$ cat src/rtl/max6951_receiver.sv
// Receive side of the MAX6951 3-wire write link: oversamples nCS/CKS/DTA, assembles
// 16-bit {addr, data} frames and keeps a shadow copy of the control and digit registers.
module max6951_receiver #(
    parameter int SYNC_STAGES = 2
) (
    input  logic        clk,
    input  logic        reset,
    input  logic        DI_nCS,
    input  logic        DI_CKS,
    input  logic        DI_DTA,
    output logic        busy,
    output logic        wr_valid,
    output logic [7:0]  wr_addr,
    output logic [7:0]  wr_data,
    output logic        frame_err,
    output logic        addr_err,
    output logic [7:0]  decode_mode,
    output logic [3:0]  intensity,
    output logic [2:0]  scan_limit,
    output logic [7:0]  config_reg,
    output logic [31:0] data_out,
    output logic [7:0]  dps_out
);

    // state   | meaning
    // RESYNC  | after reset: wait for a settled, deasserted nCS
    // IDLE    | waiting for nCS to fall
    // SHIFT   | frame in progress, shifting on CKS rises
    // COMMIT  | one cycle: validate the frame and update registers
    typedef enum logic [1:0] {
        ST_RESYNC,
        ST_IDLE,
        ST_SHIFT,
        ST_COMMIT
    } state_t;

    localparam int N_SYNC = (SYNC_STAGES < 2) ? 2 : SYNC_STAGES;

    logic [N_SYNC-1:0] r_ncs_sync;
    logic [N_SYNC-1:0] r_cks_sync;
    logic [N_SYNC-1:0] r_dta_sync;
    logic              r_ncs_hist;
    logic              r_cks_hist;
    logic              r_dta_hist;
    logic              r_ncs_fall;
    logic              r_ncs_rise;
    logic              r_cks_rise;

    logic              w_ncs_s;
    logic              w_cks_s;
    logic              w_dta_s;

    assign w_ncs_s = r_ncs_sync[N_SYNC-1];
    assign w_cks_s = r_cks_sync[N_SYNC-1];
    assign w_dta_s = r_dta_sync[N_SYNC-1];

    always_ff @(posedge clk) begin
        if (reset) begin
            r_ncs_sync <= '1;
            r_cks_sync <= '0;
            r_dta_sync <= '0;
            r_ncs_hist <= 1'b1;
            r_cks_hist <= 1'b0;
            r_dta_hist <= 1'b0;
            r_ncs_fall <= 1'b0;
            r_ncs_rise <= 1'b0;
            r_cks_rise <= 1'b0;
        end else begin
            r_ncs_sync <= {r_ncs_sync[N_SYNC-2:0], DI_nCS};
            r_cks_sync <= {r_cks_sync[N_SYNC-2:0], DI_CKS};
            r_dta_sync <= {r_dta_sync[N_SYNC-2:0], DI_DTA};
            r_ncs_hist <= w_ncs_s;
            r_cks_hist <= w_cks_s;
            r_dta_hist <= w_dta_s;
            // Edges are registered; r_dta_hist is the data bit aligned with r_cks_rise.
            r_ncs_fall <= (w_ncs_s ^ r_ncs_hist) & ~w_ncs_s;
            r_ncs_rise <= (w_ncs_s ^ r_ncs_hist) & w_ncs_s;
            r_cks_rise <= (w_cks_s ^ r_cks_hist) & w_cks_s;
        end
    end

    state_t       r_state;
    logic         r_armed;
    logic [15:0]  r_shift;
    logic [4:0]   r_bit_cnt;
    logic         r_wr_valid;
    logic [7:0]   r_wr_addr;
    logic [7:0]   r_wr_data;
    logic         r_frame_err;
    logic         r_addr_err;
    logic [7:0]   r_decode_mode;
    logic [3:0]   r_intensity;
    logic [2:0]   r_scan_limit;
    logic [7:0]   r_config;
    logic [3:0]   r_dig_nib [8];
    logic [7:0]   r_dig_dp;

    logic [7:0]   w_addr;
    logic [7:0]   w_data;

    assign w_addr = r_shift[15:8];
    assign w_data = r_shift[7:0];

    always_ff @(posedge clk) begin
        if (reset) begin
            r_state       <= ST_RESYNC;
            r_armed       <= 1'b0;
            r_shift       <= '0;
            r_bit_cnt     <= '0;
            r_wr_valid    <= 1'b0;
            r_wr_addr     <= '0;
            r_wr_data     <= '0;
            r_frame_err   <= 1'b0;
            r_addr_err    <= 1'b0;
            r_decode_mode <= '0;
            r_intensity   <= '0;
            r_scan_limit  <= '0;
            r_config      <= '0;
            r_dig_dp      <= '0;
            for (int i = 0; i < 8; i++) begin
                r_dig_nib[i] <= '0;
            end
        end else begin
            r_wr_valid  <= 1'b0;
            r_frame_err <= 1'b0;
            r_addr_err  <= 1'b0;
            case (r_state)
                ST_RESYNC: begin
                    // Skip the first cycle so the reset value of the chain is never trusted.
                    r_armed <= 1'b1;
                    if (r_armed && (&r_ncs_sync) && r_ncs_hist) begin
                        r_state <= ST_IDLE;
                    end
                end
                ST_IDLE: begin
                    if (r_ncs_fall) begin
                        r_shift   <= '0;
                        r_bit_cnt <= '0;
                        r_state   <= ST_SHIFT;
                    end
                end
                ST_SHIFT: begin
                    if (r_ncs_rise) begin
                        r_state <= ST_COMMIT;
                    end else if (r_cks_rise) begin
                        r_shift <= {r_shift[14:0], r_dta_hist};
                        if (r_bit_cnt != 5'd17) begin
                            r_bit_cnt <= r_bit_cnt + 5'd1;
                        end
                    end
                end
                ST_COMMIT: begin
                    r_state <= ST_IDLE;
                    if (r_bit_cnt < 5'd16) begin
                        r_frame_err <= 1'b1;
                    end else begin
                        r_wr_valid <= 1'b1;
                        r_wr_addr  <= w_addr;
                        r_wr_data  <= w_data;
                        if (w_addr[7:3] == 5'b01100) begin
                            r_dig_nib[w_addr[2:0]] <= w_data[3:0];
                            r_dig_dp[w_addr[2:0]]  <= w_data[7];
                        end else begin
                            case (w_addr)
                                8'h00: ;
                                8'h01: r_decode_mode <= w_data;
                                8'h02: r_intensity   <= w_data[3:0];
                                8'h03: r_scan_limit  <= w_data[2:0];
                                8'h04: r_config      <= w_data;
                                default: r_addr_err  <= 1'b1;
                            endcase
                        end
                    end
                end
                default: r_state <= ST_RESYNC;
            endcase
        end
    end

    // Digit register 0x67 holds the least significant nibble and dp bit 0.
    always_comb begin
        data_out = '0;
        dps_out  = '0;
        for (int i = 0; i < 8; i++) begin
            data_out[4*i +: 4] = r_dig_nib[7-i];
            dps_out[i]         = r_dig_dp[7-i];
        end
    end

    assign busy        = (r_state == ST_SHIFT);
    assign wr_valid    = r_wr_valid;
    assign wr_addr     = r_wr_addr;
    assign wr_data     = r_wr_data;
    assign frame_err   = r_frame_err;
    assign addr_err    = r_addr_err;
    assign decode_mode = r_decode_mode;
    assign intensity   = r_intensity;
    assign scan_limit  = r_scan_limit;
    assign config_reg  = r_config;

endmodule
$ cat config.mk
export PLATFORM = sky130hd
export DESIGN_NAME = max6951_receiver
export DESIGN_NICKNAME = d
export VERILOG_FILES = /design/src/rtl/max6951_receiver.sv
export SDC_FILE = /design/constraint.sdc
export NUM_CORES = 1
export LEC_CHECK = 0
export ABC_AREA = 1
export CAP_MARGIN = 20
export CELL_PAD_IN_SITES_DETAIL_PLACEMENT = 2
export CELL_PAD_IN_SITES_GLOBAL_PLACEMENT = 2
export CORE_UTILIZATION = 33
export DETAILED_ROUTE_END_ITERATION = 10
export HOLD_SLACK_MARGIN = 0.03
export PLACE_DENSITY = 0.89
export SYNTH_ARGS = -nofsm -noshare
export SYNTH_HDL_FRONTEND = slang
export SYNTH_SLANG_ARGS = --single-unit
$ cat constraint.sdc
create_clock -name clk -period 3.7 [get_ports clk]
set_clock_uncertainty 0.1 [all_clocks]
set_input_delay 1.11 -clock clk [delete_from_list [all_inputs] [get_ports clk]]
set_output_delay 1.11 -clock clk [all_outputs]
set_load 0.01 [all_outputs]
==> flow_summary.yaml <==
status:
  status: "complete, no violations"
cells_and_area:
  largest_register_ffs: 32
  reg_top3: "r_dig_nib: 32 flops, r_shift: 16 flops"
  fin_util_pct: 45.3
  fill_cells: 1515
  largest-register: "r_dig_nib"
  num_antenna_cells: 0
  area_growth_syn_to_layout_pct: 34.0
  final_area_um2: 6290
  layout_common_cells: "nor2_1 (118), nand2_1 (113), clkdlybuf4s50_1 (87)"
  nNetsFinal: 667
  drive_gt1_share_pct: 7.32
  layout_commonest_cell: "nor2_1"
critical_path:
  cp_data_arrival_time_ns: 1.61
  critical-path-top-delay-family: "buffers and inverters"
  cp_cell_sequence: "inv_1 > ha_1 > clkdlybuf4s50_1"
  critPathBufInv: 2
  cp_max_fo: 4
  slowest_delay_ns: 0.49
  critPathKind: "reg -> out"
  worstSetupEndpointType: "output port"
  cp_slowest_cell: "clkdlybuf4s50_1"
  required_ns: 2.49
  critPathLaunchType: "flip-flop"
  timing.rr.start: "r_state[0]"
  cp-startpoint: "r_state[0]"
global_routing:
  grt_pass1_wl_um: 24100
  grt_antenna_before_repair: 0
  grt_pass1_vias: 4560
  track_usage_pct: 21.9
  grt_overflow: 0
  grt_max_degree: 36
power:
  peakVddDrop_uv: 287
  p_per_area_nw_per_um2: 529
  power_leakage_nw: 2.59
timing:
  whs_ns: 0.303
  rsz0062_at_grt: "false"
  maxSlewHeadroom_pct: 50.6
  clock.fmax_mhz: 354
  slew_violations: 0
  tightest_slew_ns: 0.740
  hold_viol_final: 0
  setup_violations: 0
  tns_ns: 0
  min_period_ns: 2.82
  finalCritPeriodShare_pct: 76.3
routing:
  drt_iter0_drc: 127
  firstDrtPassIters: 4
  viasPerCell: 4.87
  drc_errors: 0
  wl_per_cell_um: 17.7
  routed_wl_um: 15000
  antenna_left: 0
  route.vias.total: 4136
worst_hold_path:
  hp-start: "r_cks_hist"
  hold_path_class: "reg -> reg"
clock_network:
  clkTransAtPathRegs_ns: 0.06
  ctsResizeCount: 0
  cts_sinks: 118
  cts_made_buffers: 17
  htree_levels: 4
  tritoncts: "yes"
  cts.path.max_buffers: 2
  root_buffer: "clkbuf_16"
  clk-insertion-delay-late_ns: 0.42
  hold_buffers: 0
  cts_setup_buffers: 0
synth:
  seq_area_frac_synth_pct: 57.2
  synth.net_count: 580
  synth_cells: 569
  ys_types: 28
  syn_area_per_cell_um2: 8.24
  synth_seq_cells: 118
  ys_warn_count: 0
  synth_area_um2: 4690
run:
  max_cap_viol_count: 0
floorplan:
  row_count: 43
  dieArea_um2: 14700
  core-area_um2: 13900
  start_util_pct: 33.8
  pin_count: 88
  die_x_um: 121
  die_h_um: 121
placement:
  place_congestion: 0.785
  placed_area_um2: 5710
  dp_hpwl_um: 9870
  port_buffers: 87
==> report_power, final <==
part,switching [W],internal [W],leakage (nW)
registers,0.0000206,0.00136,1.03
logic,0.000242,0.0000929,1.28
clock network,0.000579,0.00104,0.288
==> worst paths after layout <==
check / endpoint / slack, ns / cells past startpoint
max: busy / 0.88 / 3
min: r_cks_rise / 0.30 / 1
max reg2reg: r_shift[3] / 1.00 / 9
min reg2reg: r_cks_rise / 0.30 / 1
==> metal layers <==
metal	routed length [um]	vias up	part of all wire (%)	track usage (%)
met4	363	0	2.4	8.95
met2	8050	84	54	40.7
met3	442	26	2.9	4.75
li1	-	1969	-	-
met5	0	-	0	0
met1	6140	2057	41	24.0
==> cells in the mapped netlist <==
| master | number | area share (%) |
|---|---|---|
| o21ai_0 | 20 | 2.1 |
| o21ai_1 | 1 | 0.11 |
| buf_6 | 3 | 0.72 |
| nand2_4 | 1 | 0.24 |
| inv_2 | 1 | 0.080 |
| dfxtp_1 | 86 | 37 |
| nand2_1 | 113 | 9.0 |
| nor2_4 | 3 | 0.72 |
| nor2_2 | 1 | 0.13 |
| or2_2 | 2 | 0.27 |
| ha_1 | 6 | 1.6 |
| nor3_2 | 2 | 0.43 |
| nand3_1 | 51 | 5.4 |
| a21oi_4 | 1 | 0.35 |
| nand4_1 | 2 | 0.27 |
| clkbuf_1 | 11 | 0.88 |
| buf_2 | 9 | 0.96 |
| nor2_1 | 118 | 9.4 |
| xnor2_1 | 1 | 0.19 |
| a211oi_1 | 1 | 0.16 |
| nor3_1 | 2 | 0.21 |
| nand2_2 | 3 | 0.40 |
| edfxtp_1 | 32 | 20 |
| nand3b_1 | 2 | 0.32 |
| nand3_2 | 1 | 0.21 |
| inv_1 | 61 | 4.9 |
| clkinv_1 | 4 | 0.32 |
| a21oi_1 | 31 | 3.3 |
==> cell families after synthesis <==
| group | count (synthesis) | synth area share [%] |
|---|---|---|
| AO/OA/AOI/OAI | 54 | 6.06 |
| XOR/XNOR | 1 | 0.187 |
| adder cells (fa/ha/maj) | 6 | 1.60 |
| buffers and inverters | 89 | 7.84 |
| flip-flops | 118 | 57.2 |
| AND/OR/NAND/NOR | 301 | 27.1 |
==> metrics by stage <==
step | setup WS [ns] | power [W] | cells
floorplan | 1.39 | 0.00161 | 569
CTS | 0.845 | 0.00337 | 849
global route | 0.741 | 0.00346 | 849
global placement | 0.898 | 0.00171 | 817
finish | 0.877 | 0.00333 | 849
detailed placement | 0.770 | 0.00173 | 817
==> layout make-up <==
type	instances	area [um2]	share of cell area (%)
sequential	118	2680	42.7
multi-input combinational	362	1640	26.1
timing repair buffer	91	913	14.5
clock buffer	22	475	7.56
inverter	66	248	3.94
tap	180	225	3.58
clock inverter	10	103	1.63
(Power assumes the default switching activity.)
